<file path="config.mk">
export PLATFORM = sky130hd
export DESIGN_NAME = sha256d_nonce_scheduler_flat
export DESIGN_NICKNAME = d
export VERILOG_FILES = /design/src/rtl/sha256d_nonce_scheduler_pkg.sv /design/src/rtl/sha256d_nonce_scheduler_if.sv /design/src/rtl/sha256d_diff_check.sv /design/src/rtl/sha256d_nonce_scheduler.sv /design/src/flat_wrapper.sv
export SDC_FILE = /design/constraint.sdc
export NUM_CORES = 2
export LEC_CHECK = 0
export CORE_ASPECT_RATIO = 1.75
export CORE_MARGIN = 10
export CORE_UTILIZATION = 58
export DETAILED_ROUTE_END_ITERATION = 8
export DONT_BUFFER_PORTS = 1
export PLACE_DENSITY = 0.76
export SYNTH_ARGS = -nofsm -noshare
export SYNTH_HDL_FRONTEND = slang
export SYNTH_HIERARCHICAL = 1
export SYNTH_SLANG_ARGS = --single-unit
</file>
<file path="constraint.sdc">
create_clock -name clk -period 4 [get_ports clk]
set_input_delay 0.8 -clock clk [delete_from_list [all_inputs] [get_ports clk]]
set_output_delay 0.8 -clock clk [all_outputs]
set_load 0.1 [all_outputs]
</file>
<file path="src/rtl/sha256d_nonce_scheduler_pkg.sv">
// Shared types and address map for the sha256d nonce scheduler.
package sha256d_nonce_scheduler_pkg;

  typedef enum logic [2:0] {
    ST_IDLE,
    ST_RESET,
    ST_START,
    ST_RUN,
    ST_CHECK
  } state_e;

  localparam logic [4:0] HDR_LAST   = 5'd18;
  localparam logic [4:0] A_NSTART   = 5'd19;
  localparam logic [4:0] A_NEND     = 5'd20;
  localparam logic [4:0] A_DIFF     = 5'd21;
  localparam logic [4:0] NONCE_WORD = 5'd19;

endpackage

</file>
<file path="src/rtl/sha256d_nonce_scheduler_if.sv">
// Word-request / control bus between the scheduler (master) and the sha256d core (slave).
interface sha256d_nonce_scheduler_if;
  logic         core_rst_n;
  logic         core_start;
  logic [4:0]   core_addr;
  logic         core_rq;
  logic [31:0]  core_data;
  logic         core_rdy;
  logic [255:0] core_hash;
  logic         core_done;

  modport master (
    output core_rst_n, core_start, core_data, core_rdy,
    input  core_addr, core_rq, core_hash, core_done
  );

  modport slave (
    input  core_rst_n, core_start, core_data, core_rdy,
    output core_addr, core_rq, core_hash, core_done
  );
endinterface

</file>
<file path="src/rtl/sha256d_diff_check.sv">
// Difficulty test: byte-reverse the core hash, then require the top diff_bits bits to be zero.
module sha256d_diff_check #(
  parameter int DIFF_W = 8
) (
  input  logic [255:0]      hash,
  input  logic [DIFF_W-1:0] diff_bits,
  output logic              pass
);

  logic [255:0] rev;

  always_comb begin
    rev = '0;
    for (int i = 0; i < 32; i++) begin
      rev[8*i +: 8] = hash[8*(31-i) +: 8];
    end
  end

  always_comb begin
    pass = 1'b1;
    for (int i = 0; i < 256; i++) begin
      if ((i < int'(diff_bits)) && rev[255-i]) pass = 1'b0;
    end
  end

endmodule

</file>
<file path="src/rtl/sha256d_nonce_scheduler.sv">
// Nonce-range job controller: serves header words to the sha256d core, restarts it
// once per nonce and records the first (or last) nonce whose hash meets the difficulty.
module sha256d_nonce_scheduler
  import sha256d_nonce_scheduler_pkg::*;
#(
  parameter int RST_CYCLES    = 2,
  parameter bit STOP_ON_FOUND = 1'b1,
  parameter int DIFF_W        = 8
) (
  input  logic                        clk,
  input  logic                        rst_n,
  input  logic                        cfg_we,
  input  logic [4:0]                  cfg_addr,
  input  logic [31:0]                 cfg_wdata,
  input  logic                        go,
  input  logic                        abort,
  output logic                        busy,
  output logic                        found,
  output logic                        exhausted,
  output logic [31:0]                 found_nonce,
  output logic [255:0]                found_hash,
  sha256d_nonce_scheduler_if.master   core
);

  localparam int CNT_W = (RST_CYCLES > 1) ? $clog2(RST_CYCLES) : 1;

  state_e             state_q, state_d;
  logic [CNT_W-1:0]   cnt_q, cnt_d;
  logic [31:0]        hdr_q [0:18];
  logic [31:0]        hdr_d [0:18];
  logic [31:0]        nstart_q, nstart_d, nend_q, nend_d, nonce_q, nonce_d;
  logic [DIFF_W-1:0]  diff_q, diff_d;
  logic [255:0]       hash_q, hash_d, fhash_q, fhash_d;
  logic [31:0]        fnonce_q, fnonce_d;
  logic               found_q, found_d, exh_q, exh_d;
  logic               core_rst_n_q, core_rst_n_d, core_start_q, core_start_d;
  logic               rel_q, rel_d;
  logic               pass, abort_now;

  sha256d_diff_check #(.DIFF_W(DIFF_W)) u_diff (
    .hash      (hash_q),
    .diff_bits (diff_q),
    .pass      (pass)
  );

  assign abort_now = abort && (state_q != ST_IDLE);

  always_comb begin
    state_d  = state_q;
    cnt_d    = cnt_q;
    hdr_d    = hdr_q;
    nstart_d = nstart_q;
    nend_d   = nend_q;
    diff_d   = diff_q;
    nonce_d  = nonce_q;
    hash_d   = hash_q;
    found_d  = found_q;
    exh_d    = exh_q;
    fnonce_d = fnonce_q;
    fhash_d  = fhash_q;

    if (cfg_we && (state_q == ST_IDLE)) begin
      if (cfg_addr <= HDR_LAST)      hdr_d[cfg_addr] = cfg_wdata;
      else if (cfg_addr == A_NSTART) nstart_d = cfg_wdata;
      else if (cfg_addr == A_NEND)   nend_d   = cfg_wdata;
      else if (cfg_addr == A_DIFF)   diff_d   = cfg_wdata[DIFF_W-1:0];
    end

    // abort overrides every other transition, leaving the result flags untouched
    if (abort_now) begin
      state_d = ST_IDLE;
    end else begin
      case (state_q)
        ST_IDLE: begin
          if (go && !abort) begin
            state_d = ST_RESET;
            cnt_d   = '0;
            found_d = 1'b0;
            exh_d   = 1'b0;
            nonce_d = nstart_q;
          end
        end
        ST_RESET: begin
          if (cnt_q == CNT_W'(RST_CYCLES - 1)) state_d = ST_START;
          else                                 cnt_d   = cnt_q + 1'b1;
        end
        ST_START: state_d = ST_RUN;
        ST_RUN: begin
          if (core.core_done) begin
            state_d = ST_CHECK;
            hash_d  = core.core_hash;
          end
        end
        ST_CHECK: begin
          if (pass) begin
            found_d  = 1'b1;
            fnonce_d = nonce_q;
            fhash_d  = hash_q;
          end
          if (pass && STOP_ON_FOUND) begin
            state_d = ST_IDLE;
          end else if (nonce_q == nend_q) begin
            state_d = ST_IDLE;
            exh_d   = !(found_q || pass);
          end else begin
            nonce_d = nonce_q + 32'd1;
            cnt_d   = '0;
            state_d = ST_RESET;
          end
        end
        default: state_d = ST_IDLE;
      endcase
    end

    // Core controls are registered from the next state so they line up with state_q;
    // the core stays in reset after power-up until the first RESET pass completes.
    rel_d        = rel_q || ((state_q == ST_RESET) && (state_d == ST_START));
    core_start_d = (state_d == ST_START);
    core_rst_n_d = !abort_now && (state_d != ST_RESET) && ((state_d != ST_IDLE) || rel_q);
  end

  always_ff @(posedge clk or negedge rst_n) begin
    if (!rst_n) begin
      state_q      <= ST_IDLE;
      cnt_q        <= '0;
      hdr_q        <= '{default: '0};
      nstart_q     <= '0;
      nend_q       <= '0;
      diff_q       <= '0;
      nonce_q      <= '0;
      hash_q       <= '0;
      found_q      <= 1'b0;
      exh_q        <= 1'b0;
      fnonce_q     <= '0;
      fhash_q      <= '0;
      core_rst_n_q <= 1'b0;
      core_start_q <= 1'b0;
      rel_q        <= 1'b0;
    end else begin
      state_q      <= state_d;
      cnt_q        <= cnt_d;
      hdr_q        <= hdr_d;
      nstart_q     <= nstart_d;
      nend_q       <= nend_d;
      diff_q       <= diff_d;
      nonce_q      <= nonce_d;
      hash_q       <= hash_d;
      found_q      <= found_d;
      exh_q        <= exh_d;
      fnonce_q     <= fnonce_d;
      fhash_q      <= fhash_d;
      core_rst_n_q <= core_rst_n_d;
      core_start_q <= core_start_d;
      rel_q        <= rel_d;
    end
  end

  // Zero-latency word serving, only while the core is running
  always_comb begin
    core.core_rdy  = 1'b0;
    core.core_data = '0;
    if (state_q == ST_RUN) begin
      core.core_rdy = core.core_rq && (core.core_addr <= NONCE_WORD);
      if (core.core_addr <= HDR_LAST)        core.core_data = hdr_q[core.core_addr];
      else if (core.core_addr == NONCE_WORD) core.core_data = nonce_q;
    end
  end

  assign core.core_rst_n = core_rst_n_q & rst_n;
  assign core.core_start = core_start_q;
  assign busy            = (state_q != ST_IDLE);
  assign found           = found_q;
  assign exhausted       = exh_q;
  assign found_nonce     = fnonce_q;
  assign found_hash      = fhash_q;

endmodule

</file>
<file path="src/flat_wrapper.sv">
// flat-port wrapper written by rule: the top's interface ports become plain ports
module sha256d_nonce_scheduler_flat import sha256d_nonce_scheduler_pkg::*;
#(
  parameter int RST_CYCLES    = 2,
  parameter bit STOP_ON_FOUND = 1'b1,
  parameter int DIFF_W        = 8
)
  (clk, rst_n, cfg_we, cfg_addr, cfg_wdata, go, abort, busy, found, exhausted, found_nonce, found_hash, core_core_rst_n, core_core_start, core_core_data, core_core_rdy, core_core_addr, core_core_rq, core_core_hash, core_core_done);
  sha256d_nonce_scheduler_if core_i ();
  input  logic clk;
  input  logic rst_n;
  input  logic cfg_we;
  input  logic [4:0] cfg_addr;
  input  logic [31:0] cfg_wdata;
  input  logic go;
  input  logic abort;
  output logic busy;
  output logic found;
  output logic exhausted;
  output logic [31:0] found_nonce;
  output logic [255:0] found_hash;
  output wire logic [$bits(core_i.core_rst_n)-1:0] core_core_rst_n;
  output wire logic [$bits(core_i.core_start)-1:0] core_core_start;
  output wire logic [$bits(core_i.core_data)-1:0] core_core_data;
  output wire logic [$bits(core_i.core_rdy)-1:0] core_core_rdy;
  input wire logic [$bits(core_i.core_addr)-1:0] core_core_addr;
  input wire logic [$bits(core_i.core_rq)-1:0] core_core_rq;
  input wire logic [$bits(core_i.core_hash)-1:0] core_core_hash;
  input wire logic [$bits(core_i.core_done)-1:0] core_core_done;
  assign core_core_rst_n = core_i.core_rst_n;
  assign core_core_start = core_i.core_start;
  assign core_core_data = core_i.core_data;
  assign core_core_rdy = core_i.core_rdy;
  assign core_i.core_addr = core_core_addr;
  assign core_i.core_rq = core_core_rq;
  assign core_i.core_hash = core_core_hash;
  assign core_i.core_done = core_core_done;
  sha256d_nonce_scheduler #(.RST_CYCLES(RST_CYCLES), .STOP_ON_FOUND(STOP_ON_FOUND), .DIFF_W(DIFF_W)) u_core (.clk(clk), .rst_n(rst_n), .cfg_we(cfg_we), .cfg_addr(cfg_addr), .cfg_wdata(cfg_wdata), .go(go), .abort(abort), .busy(busy), .found(found), .exhausted(exhausted), .found_nonce(found_nonce), .found_hash(found_hash), .core(core_i));
endmodule
</file>
==> summary.txt <==
Run status
  • Status: finished, violations left
  • Failing checks: negative setup slack

STA
  • Crit path time final: 4.61 ns
  • Final Hold Violating Endpoints: 0
  • Final clock skew: roughly 0.038 ns
  • Max-Slew Margin vs Limit: 0.0473
  • Least-Margin Pin Slew: 1.43 ns
  • Count of final max-slew check failures: 0
  • Tcrit/Tclk final: 1.15
  • Worst hold slack: 0.0322 ns
  • Final setup fails: 321
  • Final WS setup: -0.613 ns
  • Setup TNS: -161.72 ns
  • Unrepaired setup endpoints after global routing: yes
  • Maximum clock frequency: approximately 220 MHz

Logic synthesis
  • Top cells by count, synth: dfrtp_1 (1,265), mux2_2 (1,194), clkbuf_1 (200)
  • Synth warnings: 6
  • Ranking of synthesized cells by area: dfrtp_1 (56%), mux2_2 (24%), mux4_2 (6.3%), o21ai_0 (1.4%), clkbuf_1 (1.3%)
  • Count leader, synth: dfrtp_1
  • Top-area cell type share of the netlist area: 0.557
  • Post-Syn Instances: 4,016
  • Register area share after synthesis: 0.557
  • Mapped cell area: 0.0568 mm2
  • Seq cells post-synth: 1,265
  • Count of cell types in the netlist: just under 80
  • Post-synth ARST share: 1.00
  • EDFF count, synth: 0
  • Syn Nets: 4,322
  • Leading area contributor after synthesis: dfrtp_1
  • Top_reg_cell synth: dfrtp_1
  • Syn_area_per_cell: 14.2 um2

Worst setup path
  • Type of origin of the critical path: flip-flop
  • Max stage delay on crit path: 0.56 ns
  • CP Data Arrival Time: ~5.2 ns
  • Slowest CP cell: or4_4
  • Worst-path cell chain: buf_4, buf_12, and2_2, buf_4, o211ai_1, nand4_1, nor4_1, nand4_1, or4_4, nor4_4, buf_4, inv_2, or3_4, clkbuf_16, buf_16, mux2_2
  • Reg-to-reg startpoint: u_core/diff_q[7]
  • Reg2Reg Depth: 16
  • WP data required: 4.60 ns
  • Reg2Reg Setup Slack: -0.61 ns
  • Crit path capture type: flip-flop
  • Reg2reg end: u_core/found_hash[124]
  • Kind of critical path: reg -> reg
  • Largest delay share family, worst path: simple AND/OR/NAND/NOR gates
  • Buffer and inverter count on the worst path: 7
  • CP most frequent cell: buf_4
  • Worst-path maximum fanout: 20

Die
  • Row count: 151
  • Chip Height: 434 um
  • Io pins: 631
  • Die width: 257 um
  • Core Area: 0.0971 mm2
  • Initial core utilization: 0.585
  • Full die area: 0.111 mm2

Global route
  • First-pass GRT wire length: 278,000 um
  • Total GRT Usage: 0.345
  • Largest net degree at the start of global routing: approximately 270
  • Initial antenna violation count: 21
  • GR Overflow Total: 0
  • Vias in the first global route: approximately 38k

CTS
  • Reg clk slew, reported paths: 0.08 ns
  • Clock H-tree levels: 3
  • Clk_lat worst skew: 0.75 ns
  • CTS root buf: clkbuf_16
  • Num Clock Sinks: between 1k and 1.5k
  • Clock Path Buffers: 3
  • CTS tree: built
  • CTS Buf Count: 110

Pwr
  • Leakage: 30.5 nW
  • Pwr per Cell Area: between 500 and 600 mW/mm2
  • Tot Pwr: 35.6 mW
  • Worst VDD drop: 0.000484 V

Final layout
  • Layout area overhead: 15.2%
  • Layout cells sized above 1: 0.482
  • Final net count: 4,433

Place
  • Final GP Congestion: 1.05
  • HPWL after detailed placement: about 140,000 um
  • Port Buffers: 0

Worst hold path
  • Worst min-delay path class: in -> async

Drt
  • Drt pass-1 iters: 8
  • Residual DRC: 0
  • Routed vias: 37.4k
  • DRT Wirelength: between 150,000 and 200,000 um
  • Post-DRT Antenna Nets: 0
  • Wire per inst: roughly 36 um
  • Initial DRC Count: 3,119
  • Vias/cell: 6.75

Flow run
  • MaxCap Viol Count: 0
==> through the flow <==
stage	setup slack, ns	instance area, um2	cells	utilization
floorplan	0.000568	56900	4016	-
global placement	-0.719	60200	5259	0.620
detailed placement	-0.700	60200	5259	0.620
CTS	-0.364	64400	5479	0.663
global route	-0.600	65500	5536	0.674
finish	-0.613	65500	5542	0.675
==> kinds of logic after synthesis <==
family / Yosys count / share of synthesized area
fa+ha+maj: 4 / 0.000748
buf+inv: 381 / 0.0294
mux: 1415 / 0.311
xor+xnor: 32 / 0.00493
compound gates: 478 / 0.0556
simple gates: 441 / 0.0413
flops: 1265 / 0.557
==> metal layers <==
metal  global-route usage  routed length (um)  part of all wire  up-vias
li1                     -                   -                 -    15200
met1                0.370               66000              0.33    19700
met2                0.600              102000              0.51     1907
met3               0.0939               16900             0.084      617
met4                0.211               15300             0.077       14
met5                    0                 101           0.00051        -
==> layout by cell type, fill, tap and decap left out, types with 33 or more instances in the layout <==
master / synthesis / layout
buf_4: 14 / 236
nand3_1: 38 / 35
nor2_2: 3 / 34
nand4_1: 46 / 46
mux2_2: 1194 / 1192
clkbuf_16: 0 / 128
nor2_1: 100 / 61
a21oi_1: 67 / 61
nand2_1: 101 / 93
mux2i_1: 33 / 33
dfrtp_1: 1265 / 1260
o21ai_0: 164 / 146
buf_12: 0 / 64
o211ai_1: 47 / 47
mux4_2: 159 / 159
==> worst max path at each step <==
stage                                start                      to  slack [ns]  depth (start not counted)
final                     u_core/diff_q[7]  u_core/found_hash[124]       -0.61                         16
after global routing      u_core/diff_q[7]  u_core/found_hash[124]       -0.60                         17
after CTS                 u_core/diff_q[4]  u_core/found_hash[124]       -0.36                         15
after detailed placement  u_core/diff_q[3]   u_core/found_hash[25]       -0.70                         15
after global placement    u_core/diff_q[3]   u_core/found_hash[23]       -0.72                         15
after floorplan           u_core/diff_q[2]  u_core/found_hash[158]      0.0006                         14
==> flip-flops by register name (all words and copies together) (netlist names) <==
register / count
u_core/core_rst_n_q: 1
u_core/core.core_start: 1
u_core/found_hash: 256
u_core/diff_q: 8
u_core/hash_q: 256
u_core/rel_q: 1
u_core/found: 1
u_core/cnt_q: 1
u_core/hdr_q: 608
u_core/nend_q: 32
u_core/nstart_q: 32
u_core/found_nonce: 32
u_core/nonce_q: 32
u_core/state_q: 3
u_core/exhausted: 1
==> power by group <==
part / internal (mW) / switching (mW)
sequential: 15.0 / 2.33
combinational: 3.70 / 3.23
clock: 6.31 / 5.07
==> final cells by class <==
type / count / area, um2
well taps: 1300 / 1630
clock buffers: 164 / 3320
multi-input cells: 2370 / 24000
inverters: 20 / 75.1
diodes: 18 / 45.0
flip-flops and latches: 1265 / 31700
repair buffers: 360 / 4200
fillers: 6764 / 31600
clock inverters: 45 / 542
==> timing repair <==
item / CTS / global route
pin swaps: 2 / 27
hold endpoints to repair: 52 / 0
buffers inserted: 7 / 19
setup endpoints to repair: 323 / 323
hold buffers: 2 / 0
gates cloned: 4 / 25
gates resized for setup: 56 / 85
Power figures use the tool's default switching activity.
